===== config.mk =====
export PLATFORM = sky130hd
export DESIGN_NAME = core_mem_arbiter
export DESIGN_NICKNAME = d
export VERILOG_FILES = /design/src/rtl/core_pkg.sv /design/src/rtl/core_arb_pick.sv /design/src/rtl/core_mem_arbiter.sv
export SDC_FILE = /design/constraint.sdc
export NUM_CORES = 1
export LEC_CHECK = 0
export CAP_MARGIN = 10
export CORE_AREA = 2 2 106 108
export DETAILED_ROUTE_END_ITERATION = 12
export DIE_AREA = 0 0 108 110
export DONT_BUFFER_PORTS = 1
export PLACE_DENSITY_LB_ADDON = 0.05
export RECOVER_POWER = 25
export SLEW_MARGIN = 20
export SYNTH_ARGS = -nofsm -noshare
export SYNTH_HDL_FRONTEND = slang
export SYNTH_SLANG_ARGS = --single-unit

===== constraint.sdc =====
create_clock -name CLK -period 2.6 [get_ports CLK]
set_input_delay 0.13 -clock CLK [delete_from_list [all_inputs] [get_ports CLK]]
set_output_delay 0.13 -clock CLK [all_outputs]
set_load 0.05 [all_outputs]

===== src/rtl/core_pkg.sv =====
// core_pkg: shared types and constants for the core memory arbiter.
// Used by core_arb_pick and core_mem_arbiter.
package core_pkg;

  // Width of the byte-strobe field on the data port and the bus.
  localparam int ARB_STRB_W = 4;

  // Arbiter transaction FSM.
  typedef enum logic [1:0] {
    ARB_IDLE  = 2'd0,
    ARB_ISSUE = 2'd1,
    ARB_WAIT  = 2'd2,
    ARB_RESP  = 2'd3
  } arb_state_e;

  // Which pipeline stage owns the bus transaction.
  typedef enum logic {
    ARB_OWN_I = 1'b0,
    ARB_OWN_D = 1'b1
  } arb_own_e;

endpackage


===== src/rtl/core_arb_pick.sv =====
// core_arb_pick: combinational winner selection between fetch and data,
// plus the fairness register. The default build gives data priority with a
// starvation counter; with CORE_ARB_RR_EN defined, contended picks
// alternate strictly and the counter is not built.
module core_arb_pick
  import core_pkg::*;
#(
  parameter int STARVE_LIMIT = 4
) (
  input  logic     clk,
  input  logic     rst,
  input  logic     sample,     // arbiter is in IDLE; a win becomes a grant
  input  logic     i_req,      // raw fetch request line
  input  logic     i_ok,       // fetch is eligible this cycle
  input  logic     d_ok,       // data is eligible this cycle
  output logic     win_valid,
  output arb_own_e win_owner
);

  logic favor_i;  // a contended pick goes to fetch

  assign win_valid = i_ok | d_ok;

  // Single requester wins outright; a contended pick follows favor_i
  always_comb begin
    // NOTE: default assigned first so every path drives the output (no latch).
    win_owner = ARB_OWN_D;
    if (i_ok && (!d_ok || favor_i)) win_owner = ARB_OWN_I;
  end

  // NOTE: the register below uses non-blocking (<=) updates, and rst is
  // sampled only on the clock edge (synchronous reset).
`ifdef CORE_ARB_RR_EN
  logic last_d;        // previous contended grant went to data
  logic unused_i_req;

  assign unused_i_req = i_req;
  assign favor_i      = last_d;

  // Record the winner of every contended grant so the next one flips
  always_ff @(posedge clk) begin
    if (rst) begin
      last_d <= 1'b0;
    end else if (sample && i_ok && d_ok) begin
      last_d <= (win_owner == ARB_OWN_D);
    end
  end
`else
  localparam logic [3:0] LIMIT = 4'(STARVE_LIMIT);

  logic [3:0] starve_cnt;

  assign favor_i = (starve_cnt == LIMIT);

  // Count data grants made while fetch waits; clear once fetch is served
  always_ff @(posedge clk) begin
    if (rst) begin
      starve_cnt <= '0;
    end else if (sample && win_valid) begin
      if (win_owner == ARB_OWN_I || !i_req) begin
        starve_cnt <= '0;
      end else if (starve_cnt != LIMIT) begin
        starve_cnt <= starve_cnt + 4'd1;
      end
    end
  end
`endif

endmodule


===== src/rtl/core_mem_arbiter.sv =====
// core_mem_arbiter: shares the single memory bus between instruction fetch
// and the memory-access stage, one transaction at a time
// (IDLE -> ISSUE -> WAIT -> RESP). A branch flush kills an in-flight fetch:
// the bus transaction still completes but I_DONE is withheld.
// Optional feature: define CORE_ARB_RR_EN for strict alternation on
// contended picks instead of data priority with a starvation limit.
module core_mem_arbiter
  import core_pkg::*;
#(
  parameter int STARVE_LIMIT = 4
) (
  input  logic                  CLK,
  input  logic                  RST,
  input  logic                  I_REQ,
  input  logic [31:0]           I_ADDR,
  output logic [31:0]           I_RDATA,
  output logic                  I_DONE,
  input  logic                  FLUSH,
  input  logic                  D_REQ,
  input  logic                  D_WE,
  input  logic [ARB_STRB_W-1:0] D_STRB,
  input  logic [31:0]           D_ADDR,
  input  logic [31:0]           D_WDATA,
  output logic [31:0]           D_RDATA,
  output logic                  D_DONE,
  output logic                  M_REQ,
  output logic                  M_WE,
  output logic [ARB_STRB_W-1:0] M_STRB,
  output logic [31:0]           M_ADDR,
  output logic [31:0]           M_WDATA,
  input  logic                  M_ACCEPT,
  input  logic                  M_RVALID,
  input  logic [31:0]           M_RDATA
);

  arb_state_e state;
  arb_own_e   owner;
  arb_own_e   win_owner;
  logic       win_valid;
  logic       kill;       // current fetch was flushed; suppress its I_DONE
  logic       sample;
  logic       i_ok;
  logic       d_ok;

  // A flush in the sampling cycle blocks the fetch; a requester whose DONE
  // is showing is not picked again in that cycle.
  assign sample = (state == ARB_IDLE);
  assign i_ok   = I_REQ & ~FLUSH & ~I_DONE;
  assign d_ok   = D_REQ & ~D_DONE;

  core_arb_pick #(
    .STARVE_LIMIT(STARVE_LIMIT)
  ) u_pick (
    .clk      (CLK),
    .rst      (RST),
    .sample   (sample),
    .i_req    (I_REQ),
    .i_ok     (i_ok),
    .d_ok     (d_ok),
    .win_valid(win_valid),
    .win_owner(win_owner)
  );

  // Transaction FSM with registered bus command, read data and DONE pulses
  always_ff @(posedge CLK) begin
    if (RST) begin
      state   <= ARB_IDLE;
      owner   <= ARB_OWN_I;
      kill    <= 1'b0;
      M_REQ   <= 1'b0;
      M_WE    <= 1'b0;
      M_STRB  <= '0;
      M_ADDR  <= '0;
      M_WDATA <= '0;
      I_RDATA <= '0;
      D_RDATA <= '0;
      I_DONE  <= 1'b0;
      D_DONE  <= 1'b0;
    end else begin
      I_DONE <= 1'b0;
      D_DONE <= 1'b0;
      if (FLUSH && owner == ARB_OWN_I && state != ARB_IDLE) kill <= 1'b1;

      case (state)
        ARB_IDLE: begin
          if (win_valid) begin
            owner <= win_owner;
            M_REQ <= 1'b1;
            state <= ARB_ISSUE;
            if (win_owner == ARB_OWN_D) begin
              M_WE    <= D_WE;
              M_STRB  <= D_STRB;
              M_ADDR  <= D_ADDR;
              M_WDATA <= D_WDATA;
            end else begin
              M_WE    <= 1'b0;
              M_STRB  <= '0;
              M_ADDR  <= I_ADDR;
              M_WDATA <= '0;
            end
          end
        end
        ARB_ISSUE: begin
          // The command stays up until taken, even across a flush.
          if (M_ACCEPT) begin
            M_REQ <= 1'b0;
            state <= ARB_WAIT;
          end
        end
        ARB_WAIT: begin
          if (M_RVALID) begin
            state <= ARB_RESP;
            if (owner == ARB_OWN_D) begin
              D_RDATA <= M_RDATA;
              D_DONE  <= 1'b1;
            end else if (!(kill || FLUSH)) begin
              I_RDATA <= M_RDATA;
              I_DONE  <= 1'b1;
            end
          end
        end
        ARB_RESP: begin
          state <= ARB_IDLE;
          kill  <= 1'b0;
        end
        default: state <= ARB_IDLE;
      endcase
    end
  end

endmodule


* Word-level counts from Yosys, hierarchy flattened
Cells that the tools add are included.
** Storage, ports and cells
- Bits of input ports :: 140
- Flip-flop bits (word level) :: 144
** Cells by class
- Muxes and demuxes :: 16
- Reduce and logical (&&, ||, !) cells :: 22
- Bitwise operators :: 11
- Add/subtract/negate cells :: 1
- Equal/unequal tests :: 8
** Operator list (number)
- 2-to-1 mux 32 bit :: 2
- 2-to-1 mux 4 bit :: 3
- AND reduction 3 bit :: 3
- one-hot mux 2 bit (4 select lines) :: 1
- NOT 1 bit :: 7
- 2-to-1 mux 1 bit :: 6
- 2-to-1 mux 2 bit :: 3
- inequality test 2 bit (second input constant) :: 3
- nonzero test 2 bit :: 3
- adder 4 x 1 -> 4 bit (second input constant) :: 1
- equality test 2 bit (second input constant) :: 2
- equality test 4 x 3 -> 1 bit (second input constant) :: 1
- logical AND 1 bit :: 4
- inequality test 4 x 3 -> 1 bit (second input constant) :: 1
- AND reduction 2 bit :: 2
- AND reduction 4 bit :: 1
- OR reduction 4 bit :: 1
- bitwise AND 1 bit :: 3
- logical OR 1 bit :: 3
- OR reduction 3 bit :: 1
- equality test 2 x 1 -> 1 bit (second input constant) :: 1
- zero test 1 bit :: 2
- zero test 2 bit :: 1
- one-hot mux 1 bit (2 select lines) :: 1
- 2 further kinds :: 2

* Longest topological paths before layout
- Word-level depth :: 8
- Gate-level depth with buffers :: 8
- Gate-level depth less buffers :: 6

* By module
From an unflattened synthesis, not the netlist that was laid out.
** Unflattened totals
- Cell total of the unflattened synthesis :: 663
- Area total of the unflattened synthesis :: 5776.8 µm²
** Modules (own cells, without submodules)
- core_mem_arbiter :: cells an instance 631, times used 1, area each 5512.8 µm²
- core_arb_pick :: cells an instance 32, times used 1, area each 264.0 µm²

* Worst setup path after synthesis
OpenSTA, ideal clock, no wires.
- Path kind :: flip-flop to flip-flop
- Start :: register D_DONE
- End :: register u_pick.starve_cnt[2]
- Arrival :: 1.673 ns
- Slack :: 0.853 ns
- Period minus slack after synthesis :: 1.747 ns
- Required time :: 2.526 ns
- Stages on the path, launching flop included :: 6
- Cells stage by stage :: dfxtp_1 nand2b_1 o21a_1 buf_2 or4b_1 a31oi_1
** Between the ends
- Word-level cells in the longest chain between the ends :: 8
- Elaborated cells between the ends (all ways) :: 11
** Ends and longest elaborated chain
- start, declared :: line core_mem_arbiter.sv:25 : output logic D_DONE,
- start signal, assigned :: line core_mem_arbiter.sv:78 : D_DONE <= 1'b0;
- start signal, assigned :: line core_mem_arbiter.sv:81 : D_DONE <= 1'b0;
- start signal, assigned :: line core_mem_arbiter.sv:115 : D_DONE <= 1'b1;
- NOT 1 bit (*) :: line core_mem_arbiter.sv:49 : assign d_ok = D_REQ & ~D_DONE;
- bitwise AND 1 bit (*) :: line core_mem_arbiter.sv:49
- zero test 1 bit :: line core_arb_pick.sv:28 : if (i_ok && (!d_ok || favor_i)) win_owner = ARB_OWN_I;
- logical OR 1 bit :: line core_arb_pick.sv:28
- logical AND 1 bit :: line core_arb_pick.sv:28
- logical OR 1 bit :: line core_arb_pick.sv:60 : if (win_owner == ARB_OWN_I || !i_req) begin
- nonzero test 2 bit (no source line)
- AND reduction 2 bit (no source line)
- end signal, assigned :: line core_arb_pick.sv:63 : starve_cnt <= starve_cnt + 4'd1;
- end, declared :: line core_arb_pick.sv:51 : logic [3:0] starve_cnt;
Every way passes the cells marked *; elsewhere a longest branch is shown, timed or not.
A chain may end at the register's enable or synchronous reset.

* Worst setup path after layout
- Start :: register I_DONE
- End :: register M_ADDR[26]
** Between the ends
- Word-level cells in the longest chain between the ends :: 4
- Elaborated cells between the ends (all ways) :: 6
** Ends and longest elaborated chain
- start, declared :: line core_mem_arbiter.sv:17 : output logic I_DONE,
- start signal, assigned :: line core_mem_arbiter.sv:77 : I_DONE <= 1'b0;
- start signal, assigned :: line core_mem_arbiter.sv:80 : I_DONE <= 1'b0;
- start signal, assigned :: line core_mem_arbiter.sv:118 : I_DONE <= 1'b1;
- NOT 1 bit (*) :: line core_mem_arbiter.sv:48 : assign i_ok = I_REQ & ~FLUSH & ~I_DONE;
- bitwise AND 1 bit (*) :: line core_mem_arbiter.sv:48
- OR 1 bit or logical AND 1 bit (tied branches) :: line core_arb_pick.sv:22, core_arb_pick.sv:28
- AND reduction 2 bit (no source line) or 2-to-1 mux 32 bit (tied branches)
- end signal, assigned :: line core_mem_arbiter.sv:73 : M_ADDR <= '0;
- end signal, assigned :: line core_mem_arbiter.sv:93 : M_ADDR <= D_ADDR;
- end signal, assigned :: line core_mem_arbiter.sv:98 : M_ADDR <= I_ADDR;
- end, declared :: line core_mem_arbiter.sv:29 : output logic [31:0] M_ADDR,
Marks and branches as above.

==> summary.txt <==
Status
  • Status: finished clean

Die
  • Die Area: between 0.01 and 0.015 mm²
  • Initial core utilization: 51.5%
  • I/O pin cnt: 276
  • Chip width: 108 µm
  • Core area: 0.0107 mm²
  • Vert. Die Dim: 110 µm
  • Row count: 38

Clocking
  • # clock sinks: 144
  • Worst-Skew Late Latency: approximately 0.52 ns
  • Total CTS buffers: 17
  • Deepest clock path buffer count: 2
  • CTS tree: yes
  • Root buf cell: clkbuf_8
  • Worst-path clk slew: 0.06 ns
  • # H-tree levels: 4

Power and ir drop
  • P_leak: 2.79 nW
  • Total power: 8.04 mW
  • Peak VDD IR: 783 µV
  • Cell area power density: 1060 mW/mm²

Final layout
  • Final Net Count: 956
  • Fillcell total: 795
  • Commonest non-fill, non-tap cells in the layout: nand2_1 (171), dfxtp_1 (144), dlygate4sd3_1 (137)
  • Share of cells above drive strength 1: 6.32%
  • Inserted Diodes: 0
  • Most common library cell in the layout ignoring fill and taps: nand2_1
  • Syn-to-layout area delta: 38.0%

GRT
  • First-pass GRT wire length: 25800 µm
  • Tot GR Track Use: ~28%
  • Total grt overflow: 0
  • Pin count of the biggest net entering global routing: 143
  • Vias in the first global route: 5301
  • Initial antenna violation count: 0

Worst setup path
  • CP required: 3.00 ns
  • Crit path DAT: 2.85 ns
  • Setup CP Type: flip-flop to flip-flop
  • CP Max Fanout: 19
  • CP Launch Type: flip-flop
  • Crit end category: flip-flop

Run
  • Maxcap violations: 0

Timing
  • Final Hold Vio Count: 0
  • Fmax: 409 MHz
  • Worst-Margin Slew: roughly 0.69 ns
  • Setup TNS: 0 ns
  • Slew HR: 54.1%
  • Max Clock Skew: 0.00679 ns
  • Tcrit/Tclk final: between 90% and 100%
  • Worst setup margin: 0.154 ns
  • Setup violations, final: 0
  • RSZ-0062 raised after global routing: no
  • Fin. max-slew vios: 0
  • Tmin final: between 2 and 2.5 ns

Place
  • PortBufs: 0
  • DP HPWL: 9940 µm
  • Pre-CTS WS: roughly 0.57 ns
  • GP Congestion: 0.802

Logic synthesis
  • Most area-consuming cells after synthesis: dfxtp_1 (52%), nand2_1 (12%), a21oi_1 (9.5%), nor3_1 (6.2%), nor4_1 (3.7%)
  • Seq/Total Area, Yosys: 52.3%
  • Post-synth ARST share: 0%
  • Mapped Nets: 843
  • Post-Syn Instances: 697
  • Area share of the largest cell type after synthesis: 52.3%
  • Post-synth EDFFs: 0
  • Mean Syn Cell Area: about 8 µm²
  • Cell Area, Synth: 0.00551 mm²
  • #FFs+latches synth: 144
  • Largest area contributor in the netlist: dfxtp_1
  • Synth cell types: 33
  • Primary FF master, synth: dfxtp_1
  • Warnings from Yosys: 0

Detailed routing
  • DR pass1 iterations: 6
  • Number of remaining DRC errors: 0
  • DRT Wirelength: ~17000 µm
  • WL per Instance: 18.1 µm
  • Post-route ant nets: 0
  • Vias: between 5000 and 6000
  • Avg Vias per Cell: 5.72
  • DRT iter0 DRCs: 509

Hold path
  • Hold Path Class: input port to flip-flop
## routing by layer
metal	GRT usage (%)	part of all wire, %	up-vias
met1	30.0	37	2571
li1	-	-	2603
met3	10.3	9.9	50
met5	0	0	-
met2	47.0	49	286
met4	16.2	3.4	0
## stage by stage
stage                     std cells  instance area [µm²]  util (%)  hold slack [ns]
after floorplan                 697                 5510         -            0.266
after global placement          791                 5580      52.2            0.217
after detailed placement        791                 5580      52.2            0.215
after CTS                       961                 7590      70.9          0.00668
after global routing            963                 7600      71.1           0.0338
final                           963                 7600      71.1           0.0295
## worst max-delay path, stage by stage, from the launching register on
cell and delay [ns]:
dfxtp_1 0.34, nor3b_2 0.58, o21ai_4 0.24, buf_4 0.27
nor3_1 0.23, nor4_1 0.09, dlygate4sd3_1 0.59
## cells by family (layout without fill, tap and decap cells)
kind of cell / after synthesis / count (layout) / synth area share [%]
adders and majority gates: 6 / 6 / 1.36
and+or+nand+nor: 365 / 365 / 29.9
AOI/OAI and AO/OA: 115 / 116 / 10.9
muxes: 2 / 2 / 0.386
DFF: 144 / 144 / 52.3
buffers and inverters: 65 / 190 / 5.16
## layout make-up
type / count / area (µm²) / area share (%)
clock buffers: 22 / 473 / 6.22
clock inverters: 10 / 133 / 1.74
inverters: 5 / 18.8 / 0.247
multi-input cells: 489 / 2390 / 31.4
flip-flops and latches: 144 / 2880 / 37.9
well taps: 140 / 175 / 2.30
repair buffers: 153 / 1530 / 20.2
## synth_stat cells (2+ instances only)
library cell / count
a21oi_1: 104
buf_4: 6
ha_1: 6
inv_1: 5
a311oi_1: 2
dfxtp_1: 144
nor4_1: 33
nor2b_1: 3
o21ai_0: 3
buf_2: 14
nor2_1: 39
nand3_1: 41
clkbuf_1: 40
nor3_1: 68
nand2_1: 171
## what timing repair did
action	4_1_cts	5_1_grt
setup buffers	0	1
gates resized for setup	0	1
hold endpoints to repair	144	0
hold buffers	138	0
setup endpoints to repair	0	22
## flip-flops by register name, summed over array words and instances, names as in the netlist
signal	cells
state	2
kill	1
M_STRB	4
D_DONE	1
I_DONE	1
u_pick.starve_cnt	4
M_REQ	1
M_WDATA	32
D_RDATA	32
I_RDATA	32
M_ADDR	32
owner	1
M_WE	1
## power by group
part           switching [mW]  internal [mW]  total, mW  leakage [nW]
logic                   0.817          0.672       1.49          1.32
registers                1.50           2.58       4.08          1.18
clock network           0.914           1.56       2.47         0.293
total                    3.23           4.81       8.04          2.79
## path summary, 6_finish.rpt
path / slack (ns) / start / depth (start not counted) / endpoint
max: 0.15 / I_DONE$_SDFF_PP0_ / 6 / M_ADDR[26]$_SDFFE_PP0P_
min: 0.03 / M_RVALID / 3 / I_DONE$_SDFF_PP0_
max reg2reg: 0.15 / I_DONE$_SDFF_PP0_ / 6 / M_ADDR[26]$_SDFFE_PP0P_
min reg2reg: 0.51 / u_pick.starve_cnt[2]$_SDFFE_PP0P_ / 1 / u_pick.starve_cnt[2]$_SDFFE_PP0P_
(Power assumes the default switching activity.)
